==> config.mk <==
export PLATFORM = sky130hd
export DESIGN_NAME = input_debouncer
export DESIGN_NICKNAME = d
export VERILOG_FILES = /design/src/rtl/input_debouncer_pkg.sv /design/src/rtl/input_debouncer_ch.sv /design/src/rtl/input_debouncer.sv
export SDC_FILE = /design/constraint.sdc
export NUM_CORES = 1
export LEC_CHECK = 0
export CAP_MARGIN = 10
export CORE_AREA = 2 2 39 41
export CTS_BUF_LIST = sky130_fd_sc_hd__clkbuf_4 sky130_fd_sc_hd__clkbuf_8
export DETAILED_ROUTE_END_ITERATION = 8
export DIE_AREA = 0 0 41 43
export SYNTH_ARGS = -nofsm -noshare
export SYNTH_HDL_FRONTEND = slang
export SYNTH_SLANG_ARGS = --single-unit
==> constraint.sdc <==
create_clock -name clk_i -period 3.4 [get_ports clk_i]
set_clock_uncertainty 0.2 [all_clocks]
set_input_delay 0.68 -clock clk_i [delete_from_list [all_inputs] [get_ports clk_i]]
set_output_delay 0.68 -clock clk_i [all_outputs]
set_load 0.005 [all_outputs]
==> src/rtl/input_debouncer_pkg.sv <==
// Shared sizing helper for the debouncer slice.
package input_debouncer_pkg;
  // Counter must hold 0..ticks-1; a zero-width counter is never allowed.
  function automatic int cnt_w(input int ticks);
    return (ticks > 1) ? $clog2(ticks) : 1;
  endfunction
endpackage

==> src/rtl/input_debouncer_ch.sv <==
// Single-bit debounce channel: stability counter, accepted level, edge strobes.
module input_debouncer_ch
  import input_debouncer_pkg::*;
#(
  parameter int   STABLE_TICKS = 4,
  parameter logic RESET_LEVEL  = 1'b0
) (
  input  logic clk_i,
  input  logic rst_ni,
  input  logic sync_i,
  input  logic tick_i,
  output logic level_o,
  output logic rise_o,
  output logic fall_o,
  output logic busy_o
);
  localparam int            CW   = cnt_w(STABLE_TICKS);
  localparam logic [CW-1:0] LAST = CW'(STABLE_TICKS - 1);

  logic [CW-1:0] r_cnt, w_cnt_nxt;
  logic          r_level, r_rise, r_fall, r_busy;
  logic          w_accept;

  // Any sample agreeing with the current level restarts the window.
  always_comb begin
    w_cnt_nxt = r_cnt;
    w_accept  = 1'b0;
    if (sync_i == r_level) begin
      w_cnt_nxt = '0;
    end else if (tick_i) begin
      if (r_cnt == LAST) begin
        w_accept  = 1'b1;
        w_cnt_nxt = '0;
      end else begin
        w_cnt_nxt = r_cnt + CW'(1);
      end
    end
  end

  always_ff @(posedge clk_i or negedge rst_ni) begin
    if (!rst_ni) begin
      r_cnt   <= '0;
      r_level <= RESET_LEVEL;
      r_rise  <= 1'b0;
      r_fall  <= 1'b0;
      r_busy  <= 1'b0;
    end else begin
      r_cnt  <= w_cnt_nxt;
      r_busy <= |w_cnt_nxt;
      r_rise <= w_accept & sync_i;
      r_fall <= w_accept & ~sync_i;
      if (w_accept) r_level <= sync_i;
    end
  end

  assign level_o = r_level;
  assign rise_o  = r_rise;
  assign fall_o  = r_fall;
  assign busy_o  = r_busy;
endmodule

==> src/rtl/input_debouncer.sv <==
// Per-bit debouncer / edge detector fed from an external two-flop synchronizer.
module input_debouncer
  import input_debouncer_pkg::*;
#(
  parameter int   WIDTH        = 1,
  parameter int   STABLE_TICKS = 4,
  parameter logic RESET_LEVEL  = 1'b0
) (
  input  logic             clk_i,
  input  logic             rst_ni,
  input  logic [WIDTH-1:0] sync_i,
  input  logic             tick_i,
  output logic [WIDTH-1:0] level_o,
  output logic [WIDTH-1:0] rise_o,
  output logic [WIDTH-1:0] fall_o,
  output logic             busy_o
);
  logic [WIDTH-1:0] w_busy;

  if (STABLE_TICKS < 1) begin : g_bad_param
    $error("input_debouncer: STABLE_TICKS must be >= 1");
  end

  for (genvar k = 0; k < WIDTH; k++) begin : g_ch
    input_debouncer_ch #(
      .STABLE_TICKS(STABLE_TICKS),
      .RESET_LEVEL (RESET_LEVEL)
    ) u_ch (
      .clk_i  (clk_i),
      .rst_ni (rst_ni),
      .sync_i (sync_i[k]),
      .tick_i (tick_i),
      .level_o(level_o[k]),
      .rise_o (rise_o[k]),
      .fall_o (fall_o[k]),
      .busy_o (w_busy[k])
    );
  end

  // Each channel's busy bit is already registered from its post-edge count.
  assign busy_o = |w_busy;
endmodule

[Word-level counts from Yosys, hierarchy flattened]
Cells that the tools add are included.
Word-level totals
  output and inout port bits: 4
  flip-flop bits (word level): 6
Operators by class
  multiplexer cells: 6
  eq/ne operators: 2
  bitwise operators: 3
  reductions and logical operators: 1
  add/subtract/negate cells: 1
Operator list (count)
  $mux W2: 3
  $mux W1: 3
  $add A2 B1 Y2 const B: 1
  $and A1 B1 Y1: 2
  $eq A2 B2 Y1 const B: 1
  $reduce_or A2 Y1: 1
  $eq A1 B1 Y1: 1
  $not A1 Y1: 1

[Logic depth before layout (Yosys ltp)]
  word-level depth: 5
  gate-level depth with buffers: 3
  mapped depth without buffers: 3

[Worst setup path after synthesis]
Ideal clock, no wire load.
  path type: in2reg
  from: input port tick_i
  to: register g_ch[0].u_ch.r_level
  setup slack: 2049 ps
  arrival: 1026 ps
  path buffers: 0
  setup time: 125 ps
  required time: 3075 ps
  stages: 2
  cells stage by stage: nand2_2 mux2_4
On the way
  longest elaborated chain between the ends: 2
RTL lines
  start, declared: line input_debouncer.sv:12  | input logic tick_i,
  $mux W1: line input_debouncer_ch.sv:30  | end else if (tick_i) begin
  $mux W1: line input_debouncer_ch.sv:28  | if (sync_i == r_level) begin
  end signal, assigned: line input_debouncer_ch.sv:52  | if (w_accept) r_level <= sync_i;
  end, declared: line input_debouncer_ch.sv:21  | logic r_level, r_rise, r_fall, r_busy;
Every way passes these cells.
A chain may end at the register's enable or synchronous reset.

[Worst setup path in the final report]
  from: register g_ch[0].u_ch.r_level
  to: output port level_o
RTL lines
  end, declared: line input_debouncer.sv:13  | output logic [WIDTH-1:0] level_o,
No word-level cell between the ends.

==> run metrics <==
outcome=completed; maximum VDD drop=280 uV; Synth cell types=11; I/O Buffers=7; Slew @ Worst Pin=roughly 270 ps; Detail Route Antenna Nets=0; RSZ-0062 raised after global routing=false; initial core utilization=18.2%; Synth Register Bits=6; drt total wl=approximately 460 um; max incr delay on CP=around 530 ps; Clock Tree Root=clkbuf_4; Critical Path Source=g_ch[0].u_ch.level_o$_DFFE_PN0P_; register area share after synthesis=59.7%; worst-skew pair later-pin latency=roughly 240 ps; met1 Usage GRT=approximately 7.9%; detailed-route DRC error count=0; Die H=43 um; H-tree Lvls=1; core area=between 1000 and 1500 um2; Avg WL per Cell=10.3 um; global route total overflow=0; met3 usage in global routing=under 10%; Crit. End Element=output pin; # rows=14; fin crit period=~2100 ps; reg-to-reg critical path startpoint=g_ch[0].u_ch.r_cnt[0]$_DFF_PN0_; CP Data Arrival Time=1190 ps; placed cells=between 40 and 50; Max Freq=just under 0.5 GHz; Buf/Inv on CP=1; relative slew slack=between 80% and 90%; netlist area before placement=between 200 and 300 um2; final period utilization=60.9%; startpoint types=flop; clk buf depth=2; Syn-to-layout area delta=44.8%; num ports=8; Mean Syn Cell Area=13.2 um2; leakage power=between 0.00015 and 0.0002 uW; DIE AREA=roughly 1800 um2; PD cells=~750 nW/um2; Final Hold Vio Count=0; worst min path class=flop to flop; nets@finish=36; utilization after layout=between 20% and 30%; Tot GR Track Use=under 10%; Max FO, Critical Path=5; largest delay contributor family on the critical path=buffers and inverters; TritonCTS Buffers=3; Most Crowded Layer GR=met2; first-pass GRT wire length=772 um; max-cap violations=0; critical path type=flop to output pin; Final GP Congestion=0.618; Yosys Warn Count=0; max-slew violation count=0; met2 GRT Util=9.06%; post-place setup slack=~1400 ps; post-route insts no fill=45; # diodes=0; CTS tree=built; cts repair resizes=0; CTS sink count=6; width of the die=41 um; drt initial violations=0; vias in the first global route=187; initial antenna violation count=0; min-delay src=g_ch[0].u_ch.level_o$_DFFE_PN0P_; CTS clk-pin slew, worst paths=about 40 ps; syn_nets=24; Mapped Cells=19; largest net degree at the start of global routing=7; Post-CTS Setup Inserts=0; Via density=roughly 4.1; Worst Path Required=roughly 2500 ps; hold buffers post-CTS=0; Slowest-stage cell, CP=clkdlybuf4s50_1; share of layout cells above drive strength 1=between 15 and 20%; crit path cell chain=clkdlybuf4s50_1; via total after detailed routing=184; setup tns final=0 ps; Final WS setup=1330 ps; Final Setup Violations=0; TritonRoute pass-1 iters=1
[final cells by class]
type                            instances  area [um2]
Sequential cell                         6         150
Fill cell                             152        1020
Timing Repair Buffer                    7        70.1
Tap cell                               16        20.0
Multi-Input combinational cell         12        97.6
Clock buffer                            3        22.5
Inverter                                1        3.75
[cell families (layout without fill, tap and decap cells)]
group / count (synthesis) / count (layout) / synth area share (%)
AOI/OAI and AO/OA: 1 / 1 / 3.48
and+or+nand+nor: 6 / 6 / 13.4
adders and majority gates: 1 / 1 / 4.97
DFF: 6 / 6 / 59.7
xor gates and xnor gates: 2 / 2 / 6.97
muxes: 2 / 2 / 9.95
buffers and inverters: 1 / 11 / 1.49
[through the flow]
step	hold slack (ps)	area, um2	power (uW)
floorplan	184	251	168
CTS	344	364	279
detailed placement	323	342	209
global route	366	364	295
global placement	298	342	202
finish	336	364	273
[layout by cell type, fill, tap and decap left out, drive strengths merged]
cell / n
ha: 1
clkbuf: 3
clkdlybuf4s50: 7
nand2: 1
a311oi: 1
nor3: 1
nor3b: 2
mux2: 1
xnor2: 2
inv: 1
mux2i: 1
dfrtp: 6
nor2: 2
[path summary, 6_finish.rpt]
| kind | to | slack [ps] | cells past startpoint |
|---|---|---|---|
| worst max-delay path | level_o | 1330 | 1 |
| worst min-delay path | g_ch[0].u_ch.rise_o$_DFF_PN0_ | 340 | 1 |
| worst max register to register | g_ch[0].u_ch.level_o$_DFFE_PN0P_ | 2050 | 3 |
| worst min register to register | g_ch[0].u_ch.rise_o$_DFF_PN0_ | 340 | 1 |
| max in group asynchronous | g_ch[0].u_ch.level_o$_DFFE_PN0P_ | 2320 | 1 |
| min in group asynchronous | g_ch[0].u_ch.busy_o$_DFF_PN0_ | 470 | 1 |
[synthesized netlist by cell type (all sizes together)]
cell,number,area (um2)
dfrtp,6,150
nor2,2,7.51
nor3b,2,15.0
xnor2,2,17.5
a311oi,1,8.76
ha,1,12.5
inv,1,3.75
mux2,1,15.0
mux2i,1,10.0
nand2,1,6.26
nor3,1,5.00
[routing by layer]
layer	share of wire, %	wire (um)	vias to the layer above
met2	46	211	12
met3	15	69	0
li1	-	-	85
met1	39	181	87
met5	0	0	-
met4	0	0	0
[power breakdown]
group | internal [uW] | leakage [uW] | switching [uW] | total [uW]
Sequential | 94.6 | 0.0000800 | 22.6 | 117
Combinational | 57.0 | 0.0000664 | 34.1 | 91.2
Clock | 39.9 | 0.0000138 | 25.1 | 65.0
[sequential cells by signal (all words and copies together), names as in the netlist]
register	cells
g_ch.u_ch.r_cnt	2
g_ch.u_ch.fall_o	1
g_ch.u_ch.level_o	1
g_ch.u_ch.rise_o	1
g_ch.u_ch.busy_o	1
Note: power is estimated with default switching activity, not from simulation.
